===== src/rtl/mem_arbiter.sv =====
// ---------------------------------------------------------------------------
// mem_arbiter
// Shares one single-port memory (16-bit, registered read data) between
// NUM_REQ requesters using round-robin arbitration with an optional
// per-requester burst lock.
//
// Ports:
//   clk, rst_n        clock, asynchronous active-low reset
//   req/lock/we       per-port request, burst-lock and write flags
//   addr/wdata        per-port address/write data, port i at [i*W +: W]
//   gnt               one-hot grant; the access is taken at the next posedge
//   rvalid            per-port read-data-valid, one cycle after a read grant
//   rdata             shared read data (passthrough of mem_rdata)
//   mem_addr/mem_wdata/mem_we   memory drive, follows the granted port
//   mem_rdata         memory read data
//
// Optional feature, macro MEM_ARB_STATS_EN:
//   stat_clr          synchronous clear of the grant counters
//   stat_grants       per-port saturating 16-bit accepted-access counters
// ---------------------------------------------------------------------------
module mem_arbiter #(
    parameter int NUM_REQ   = 3,
    parameter int ADDR_W    = 16,
    parameter int DATA_W    = 16,
    parameter int MAX_BURST = 8
) (
    input  logic                      clk,
    input  logic                      rst_n,
    input  logic [NUM_REQ-1:0]        req,
    input  logic [NUM_REQ-1:0]        lock,
    input  logic [NUM_REQ-1:0]        we,
    input  logic [NUM_REQ*ADDR_W-1:0] addr,
    input  logic [NUM_REQ*DATA_W-1:0] wdata,
    output logic [NUM_REQ-1:0]        gnt,
    output logic [NUM_REQ-1:0]        rvalid,
    output logic [DATA_W-1:0]         rdata,
    output logic [ADDR_W-1:0]         mem_addr,
    output logic [DATA_W-1:0]         mem_wdata,
    output logic                      mem_we,
    input  logic [DATA_W-1:0]         mem_rdata
`ifdef MEM_ARB_STATS_EN
    ,
    input  logic                      stat_clr,
    output logic [NUM_REQ*16-1:0]     stat_grants
`endif
);

    localparam int               IDX_W       = (NUM_REQ > 1) ? $clog2(NUM_REQ) : 1;
    localparam logic [IDX_W-1:0] LAST_IDX    = IDX_W'(NUM_REQ - 1);
    localparam logic [IDX_W-1:0] ONE_IDX     = IDX_W'(1);
    localparam logic [IDX_W-1:0] ZERO_IDX    = IDX_W'(0);
    localparam logic [7:0]       MAX_BURST_W = 8'(MAX_BURST);
    // A burst of one is just a normal access, so lock has no effect then.
    localparam bit               BURST_EN    = (MAX_BURST > 1);

    typedef enum logic [0:0] {
        ST_IDLE   = 1'b0,
        ST_LOCKED = 1'b1
    } state_t;

    state_t               state_r;
    logic [IDX_W-1:0]     rr_ptr_r;
    logic [IDX_W-1:0]     owner_r;
    logic [7:0]           burst_cnt_r;
    logic [NUM_REQ-1:0]   rvalid_r;

    logic                 win_vld_s;
    logic [IDX_W-1:0]     win_idx_s;
    logic [IDX_W-1:0]     scan_idx_s;
    logic                 acc_s;
    logic [NUM_REQ-1:0]   gnt_s;
    logic [7:0]           burst_nxt_s;

    // Next port index in rotation, wrapping NUM_REQ-1 back to 0.
    function automatic logic [IDX_W-1:0] wrap_inc(input logic [IDX_W-1:0] idx);
        logic [IDX_W-1:0] nxt;
        if (idx == LAST_IDX) begin
            nxt = ZERO_IDX;
        end else begin
            nxt = idx + ONE_IDX;
        end
        return nxt;
    endfunction

    // Pick the winning port: rotating scan when idle, owner only when locked.
    always_comb begin
        win_vld_s  = 1'b0;
        win_idx_s  = ZERO_IDX;
        scan_idx_s = rr_ptr_r;
        case (state_r)
            ST_IDLE: begin
                for (int i = 0; i < NUM_REQ; i++) begin
                    // First requesting port from rr_ptr onwards wins.
                    win_idx_s  = (!win_vld_s && req[scan_idx_s]) ? scan_idx_s : win_idx_s;
                    win_vld_s  = win_vld_s | req[scan_idx_s];
                    scan_idx_s = wrap_inc(scan_idx_s);
                end
            end
            ST_LOCKED: begin
                win_vld_s = req[owner_r];
                win_idx_s = owner_r;
            end
            default: begin
                win_vld_s = 1'b0;
                win_idx_s = ZERO_IDX;
            end
        endcase
    end

    // Grant is suppressed while reset is asserted so all outputs read zero.
    assign acc_s       = win_vld_s & rst_n;
    assign burst_nxt_s = burst_cnt_r + 8'd1;

    // One-hot grant vector from the winning index.
    always_comb begin
        gnt_s            = {NUM_REQ{1'b0}};
        gnt_s[win_idx_s] = acc_s;
    end

    // Steer the granted port onto the memory; park at zero with no grant.
    always_comb begin
        if (acc_s) begin
            mem_addr  = addr[win_idx_s*ADDR_W +: ADDR_W];
            mem_wdata = wdata[win_idx_s*DATA_W +: DATA_W];
            mem_we    = we[win_idx_s];
        end else begin
            mem_addr  = {ADDR_W{1'b0}};
            mem_wdata = {DATA_W{1'b0}};
            mem_we    = 1'b0;
        end
    end

    // Arbitration state, burst tracking and read-valid pipeline.
    always_ff @(posedge clk or negedge rst_n) begin
        if (!rst_n) begin
            state_r     <= ST_IDLE;
            rr_ptr_r    <= ZERO_IDX;
            owner_r     <= ZERO_IDX;
            burst_cnt_r <= 8'd0;
            rvalid_r    <= {NUM_REQ{1'b0}};
        end else begin
            // Memory read data is registered, so rvalid trails the grant by one cycle.
            rvalid_r <= gnt_s & ~we;
            case (state_r)
                ST_IDLE: begin
                    if (acc_s) begin
                        rr_ptr_r <= wrap_inc(win_idx_s);
                        if (lock[win_idx_s] && BURST_EN) begin
                            state_r     <= ST_LOCKED;
                            owner_r     <= win_idx_s;
                            burst_cnt_r <= 8'd1;
                        end else begin
                            state_r <= ST_IDLE;
                        end
                    end else begin
                        state_r <= ST_IDLE;
                    end
                end
                ST_LOCKED: begin
                    if (acc_s && lock[owner_r] && (burst_nxt_s != MAX_BURST_W)) begin
                        burst_cnt_r <= burst_nxt_s;
                    end else begin
                        // Release: unlocked access, burst limit hit, or owner went quiet.
                        state_r     <= ST_IDLE;
                        rr_ptr_r    <= wrap_inc(owner_r);
                        burst_cnt_r <= 8'd0;
                    end
                end
                default: begin
                    state_r     <= ST_IDLE;
                    burst_cnt_r <= 8'd0;
                end
            endcase
        end
    end

    assign gnt    = gnt_s;
    assign rvalid = rvalid_r;
    assign rdata  = mem_rdata;

`ifdef MEM_ARB_STATS_EN
    logic [15:0] grant_cnt_r [NUM_REQ];

    // Per-port saturating counters of accepted accesses.
    always_ff @(posedge clk or negedge rst_n) begin
        if (!rst_n) begin
            for (int i = 0; i < NUM_REQ; i++) begin
                grant_cnt_r[i] <= 16'd0;
            end
        end else if (stat_clr) begin
            for (int i = 0; i < NUM_REQ; i++) begin
                grant_cnt_r[i] <= 16'd0;
            end
        end else begin
            for (int i = 0; i < NUM_REQ; i++) begin
                if (gnt_s[i] && (grant_cnt_r[i] != 16'hFFFF)) begin
                    grant_cnt_r[i] <= grant_cnt_r[i] + 16'd1;
                end else begin
                    grant_cnt_r[i] <= grant_cnt_r[i];
                end
            end
        end
    end

    // Flatten the counters onto the output bus.
    always_comb begin
        stat_grants = {(NUM_REQ*16){1'b0}};
        for (int i = 0; i < NUM_REQ; i++) begin
            stat_grants[i*16 +: 16] = grant_cnt_r[i];
        end
    end
`endif

endmodule


===== config.mk =====
export PLATFORM = sky130hd
export DESIGN_NAME = mem_arbiter
export DESIGN_NICKNAME = d
export VERILOG_FILES = /design/src/rtl/mem_arbiter.sv
export SDC_FILE = /design/constraint.sdc
export NUM_CORES = 1
export LEC_CHECK = 0
export CAP_MARGIN = 15
export CORE_ASPECT_RATIO = 1.2
export CORE_UTILIZATION = 32
export DETAILED_ROUTE_END_ITERATION = 12
export HOLD_SLACK_MARGIN = 0.06
export PLACE_DENSITY_LB_ADDON = 0.3
export SYNTH_ARGS = -nofsm -noshare
export SYNTH_HDL_FRONTEND = slang
export SYNTH_SLANG_ARGS = --single-unit

===== constraint.sdc =====
create_clock -name clk -period 2.4 [get_ports clk]
set_input_delay 0.48 -clock clk [delete_from_list [all_inputs] [get_ports clk]]
set_output_delay 0.48 -clock clk [all_outputs]
set_load 0.05 [all_outputs]

======== Word-level counts from Yosys, hierarchy flattened ========
Index checks and enable logic that the tools add are counted.
storage, ports and cells
  input port bits ......................... 123
  output and inout port bits .............. 55
  logic and storage cells ................. 84
  flip-flop bits (word level) ............. 16
operators by class
  $add $sub $neg .......................... 5
  magnitude comparators ................... 6
  reduce and logical (&&, ||, !) cells .... 10
  shift operators ......................... 2
  bitwise gates (word level) .............. 7
  multiplexer cells ....................... 41
  equality and inequality tests ........... 8
operators with widths
  kind                   count
  $shiftx A48 B7 Y16     2
  $mux W16               2
  $mux W8                3
  $mux W2                11
  $pmux W8 S2            1
  $lt A2 B3 Y1 const B   5
  $bmux W1 S2            7
  $mux W1                12
  $add A2 B1 Y2 const B  4
  $add A8 B1 Y8 const B  1
  $eq A2 B2 Y1 const B   4
  $ne A8 B4 Y1 const B   1
  $pmux W2 S2            2
  $and A3 B3 Y3          2
  $ne A2 B2 Y1 const B   3
  $logic_and A1 B1 Y1    5
  $pmux W1 S2            2
  $reduce_and A2 Y1      2
  $not A3 Y3             1
  $reduce_and A3 Y1      1
  $demux W1 S2           1
  $ge A2 B1 Y1 const B   1
  $logic_not A1 Y1       2
  $or A1 B1 Y1           2
  other kinds (2)        2

======== Longest topological paths before layout ========
  depth after elaboration ................. 17
  gate-level depth with buffers ........... 9
  gate-level depth less buffers ........... 7

======== Worst setup path before layout ========
Ideal clock, no wire load.
  kind .................................... flip-flop to output port
  start point ............................. reg state_r
  end point ............................... out gnt[2]
  data required time ...................... 1,920 ps
  arrival ................................. 2,315 ps
  path buffers ............................ 2
  cell stages (with the launch flop) ...... 7
  setup slack ............................. -395 ps
  cells stage by stage .................... dfrtp_1 buf_2 inv_1 nand2_1 o21ai_2 buf_2 nor3b_1
on the way
  cells in the longest elaborated chain, start to end .. 7
  elaborated cells between the ends (all ways) .. 10
  those cells by class .................... 2 x order compare; 4 x mux; 3 x bitwise; 1 x reduce/logical
ends and longest elaborated chain
  element                                                             RTL line  RTL
  start: declaration                                                  61        state_t state_r;
  start signal: assignment                                            136       state_r <= ST_IDLE;
  start signal: assignment                                            149       state_r <= ST_LOCKED;
  start signal: assignment                                            153       state_r <= ST_IDLE;
  $not A1 Y1 (no line)                                                --
  $pmux W2 S2                                                         90        case (state_r)
  $lt A2 B3 Y1 (implied by the code) or $ge A2 B1 Y1 (tied branches)  117       gnt_s[win_idx_s] = acc_s;
  $logic_and A1 B1 Y1 (implied by the code)                           117
  $mux W1 (implied by the code)                                       117
  $demux W1 S2                                                        117
  $and A3 B3 Y3 (no line) *                                           --
  end: declaration                                                    34        output logic [NUM_REQ-1:0] gnt,
Mark *: on every way between the ends. The rest lies on a longest branch, timed or not.

======== Worst setup path in the final report ========
  start point ............................. reg rr_ptr_r[1]
  end point ............................... out mem_wdata[12]
on the way
  cells in the longest elaborated chain, start to end .. 13
  elaborated cells between the ends (all ways) .. 28
  those cells by class .................... 2 x add/sub; 2 x eq/ne; 1 x shift; 16 x mux; 3 x bitwise; 4 x reduce/logical
ends and longest elaborated chain
  element                                        RTL line  RTL
  start: declaration                             62        logic [IDX_W-1:0] rr_ptr_r;
  start signal: assignment                       147       rr_ptr_r <= wrap_inc(win_idx_s);
  start signal: assignment                       165       rr_ptr_r <= wrap_inc(owner_r);
  $add A2 B1 Y2 or $eq A2 B2 Y1 (tied branches)  80, 77
  $mux W2                                        77        if (idx == LAST_IDX) begin
  $mux W2                                        90
  $add A2 B1 Y2 or $eq A2 B2 Y1 (tied branches)  80, 77
  $mux W2                                        77
  $mux W2                                        90
  $bmux W1 S2                                    94, 95
  $mux W1 (implied by the code)                  94, 95
  $logic_and A1 B1 Y1                            94        win_idx_s = (!win_vld_s && req[scan_idx_s]) ? scan_idx_s : win_idx_s;
  $mux W2                                        94
  $pmux W2 S2                                    90
  $shiftx A48 B7 Y16                             124       mem_wdata = wdata[win_idx_s*DATA_W +: DATA_W];
  $mux W16 *                                     122       if (acc_s) begin
  end: declaration                               38        output logic [DATA_W-1:0] mem_wdata,
Mark *: on every way between the ends. The rest lies on a longest branch, timed or not. The select of a mux whose other input is x is not followed.

==> metrics.md <==
| Metric | Value |
|---|---|
| Status | `finished, violations left` |
| Failing checks | `negative setup slack` |
| Max-cap violation count | `0` |
| GP Congestion | `0.887` |
| Diode count | `0` |
| Drt first pass iters | `4` |
| Final Max Tran Viols | `0` |
| Synthesized Nets | `roughly 380` |
| DRC viols | `0` |
| Asr flop ratio synth | `1.00` |
| VDD IR max | `725 uV` |
| Area of the core | `6090 um2` |
| CP Data Required Time | `1.92 ns` |
| Slew headroom | `0.651` |
| Area of the multi-input gates | `1760 um2` |
| Initial antenna violation count | `0` |
| Fin nets | `544` |
| Gr usage total | `0.273` |
| Crit path launch type | `flip-flop` |
| Clock Skew | `roughly 0.0028 ns` |
| Cells along the critical path | `nor2_2 -> a22oi_2 -> o21ai_4 -> buf_4 -> buf_16 -> mux2_2 -> a22oi_1 -> nor2_2 -> buf_12` |
| CTS max path bufs | `2` |
| Die Width | `between 70 and 80 um` |
| CP Class | `reg -> out` |
| Via density per instance | `5.32` |
| Largest net degree at the start of global routing | `19` |
| EDFF count, synth | `0` |
| Worst Tran Pin Value | `0.522 ns` |
| Worst R2R Setup Slack | `0.25 ns` |
| Worst slack, placed | `-0.487 ns` |
| Post-route clock period utilization | `1.11` |
| Vias in the first global route | `approximately 2800` |
| Max incr delay on CP | `0.48 ns` |
| Top cells by area, synth | `dfrtp_1 20%, mux2_2 19%, a22oi_1 12%` |
| Total number of vias | `2662` |
| Routed len/inst | `around 18 um` |
| Unrepaired setup endpoints after global routing | `true` |
| Period minus WS final | `about 2.7 ns` |
| Pleak | `1.88 nW` |
| Sequential cell area | `403 um2` |
| Worst hold path type | `reg -> reg` |
| Worst-Skew Late Latency | `0.25 ns` |
| Ports | `178` |
| Syn_area_per_cell | `7.99 um2` |
| H-tree lvl count | `1` |
| Synthesis Warnings | `0` |
| Std-Cell Rows | `31` |
| Syn Std Cell Area | `2030 um2` |
| Fmax achieved | `~380 MHz` |
| First-pass GRT wire length | `13700 um` |
| Worst hold slack | `roughly 0.6 ns` |
| Crit Path Max Fanout | `5` |
| Dominant cell type by area after synthesis | `dfrtp_1` |
| Mapped Cells | `254` |
| CTS root buffer | `clkbuf_8` |
| CP bufs+invs | `3` |
| Final hold violations | `0` |
| FILL cells | `427` |
| ANT nets after route | `0` |
| Routed Wire Length | `around 9000 um` |
| Share of layout cells above drive strength 1 | `0.507` |
| Delay-heaviest family, CP | `compound AO/OA/AOI/OAI gates` |
| Die Y | `89.2 um` |
| HPWL after DPL | `6550 um` |
| Power Density | `1100 nW/um2` |
| Synth cell count leaders | `43 x nor2_1, 34 x mux2_2, 33 x a22oi_1` |
| Post-synthesis sequential area ratio | `0.197` |
| Hold buffer count at CTS | `0` |
| Synth top area share | `0.197` |
| Final setup viols | `36` |
| CP max stage cell | `dfrtp_2` |
| Die area | `6660 um2` |
| Global route overflow | `0` |
| Worst setup EP type | `output pin` |
| Predominant post-synthesis flop cell | `dfrtp_1` |
| CTS buffer count | `3` |
| Area grow syn2layout | `132%` |
| Fin worst setup slack | `-0.258 ns` |
| Initial core utilization | `0.333` |
| Synth unique cells | `45` |
| Cell with the most instances after synthesis | `nor2_1` |
| Synthesized flop and latch total | `16` |
| TritonCTS Sinks | `16` |
| Clock slew at reported path FFs | `0.07 ns` |
| Crit-path most repeated cell | `nor2_2` |
| Crit path DAT | `2.18 ns` |
| TritonCTS clock tree | `done` |
| First DRT Iteration DRCs | `128` |
| Input/output buffers | `approximately 150` |
-- what timing repair did --
action	4_1_cts	5_1_grt
cloned	4	0
resized for setup	56	44
pin swaps	13	30
buffers inserted	12	11
setup endpoints to repair	36	36
-- layout by cell type, fill, tap and decap left out, drive strengths merged, types with 4 or more instances in the layout --
cell type,n
nand2,8
nor2b,4
buf,83
dfrtp,16
o211ai,4
nor2,45
mux2i,4
mux2,35
nor3,6
clkbuf,4
o21ai,18
inv,13
a22oi,34
clkdlybuf4s50,106
-- layout make-up --
type / instances / share of cell area
Timing Repair Buffer: 192 / 0.498
Multi-Input combinational cell: 193 / 0.372
Sequential cell: 16 / 0.0855
Tap cell: 82 / 0.0218
Clock buffer: 4 / 0.0117
Inverter: 13 / 0.0104
-- metal layers --
layer	wire length, um	vias up	global-route usage
met5	0	-	0
met4	308	0	0.0823
met3	517	27	0.0631
met2	5040	96	0.515
met1	3380	1293	0.297
li1	-	1246	-
-- path summary, 6_finish.rpt --
path / from / end / depth (start not counted)
setup / recovery: rr_ptr_r[1]$_DFFE_PN0P_ / mem_wdata[12] / 9
hold / removal: burst_cnt_r[1]$_DFFE_PN0P_ / burst_cnt_r[1]$_DFFE_PN0P_ / 2
setup reg to reg: rr_ptr_r[1]$_DFFE_PN0P_ / rr_ptr_r[1]$_DFFE_PN0P_ / 9
hold reg to reg: burst_cnt_r[1]$_DFFE_PN0P_ / burst_cnt_r[1]$_DFFE_PN0P_ / 2
max in group asynchronous: rst_n / rr_ptr_r[0]$_DFFE_PN0P_ / 2
min in group asynchronous: rst_n / burst_cnt_r[3]$_DFFE_PN0P_ / 2
-- kinds of logic after synthesis --
family                   share of synthesized area
buffers and inverters                        0.125
flip-flops                                   0.197
multiplexers                                 0.216
adder cells (fa/ha/maj)                     0.0123
AO/OA/AOI/OAI                                0.260
AND/OR/NAND/NOR                              0.189
-- flip-flops by register name, indices dropped and copies added (netlist names) --
signal and flops:
rvalid 3, burst_cnt_r 8, owner_r 2, rr_ptr_r 2, state_r 1
-- report_power, final --
part	switching (mW)	internal [mW]
clock network	0.103	0.146
registers	0.103	0.335
logic	2.22	2.27
-- through the flow --
| stage | std cells | util | TNS (ns) | total power [mW] | instance area (um2) |
|---|---|---|---|---|---|
| final | 500 | 0.774 | -6.86 | 5.17 | 4710 |
| after floorplan | 254 | - | -0.861 | 2.44 | 2110 |
| after global placement | 477 | 0.672 | -16.11 | 3.98 | 4100 |
| after CTS | 496 | 0.752 | -8.14 | 5.00 | 4580 |
| after global routing | 500 | 0.774 | -10.53 | 5.42 | 4710 |
| after detailed placement | 477 | 0.672 | -16.80 | 4.02 | 4100 |
-- tightest hold or removal path, delay by kind of cell, from the launching register on --
kind            cells  cell delay [ns]
compound gates      1             0.07
buf+inv             1             0.07
flops               1             0.43
Note: power is estimated with default switching activity, not from simulation.
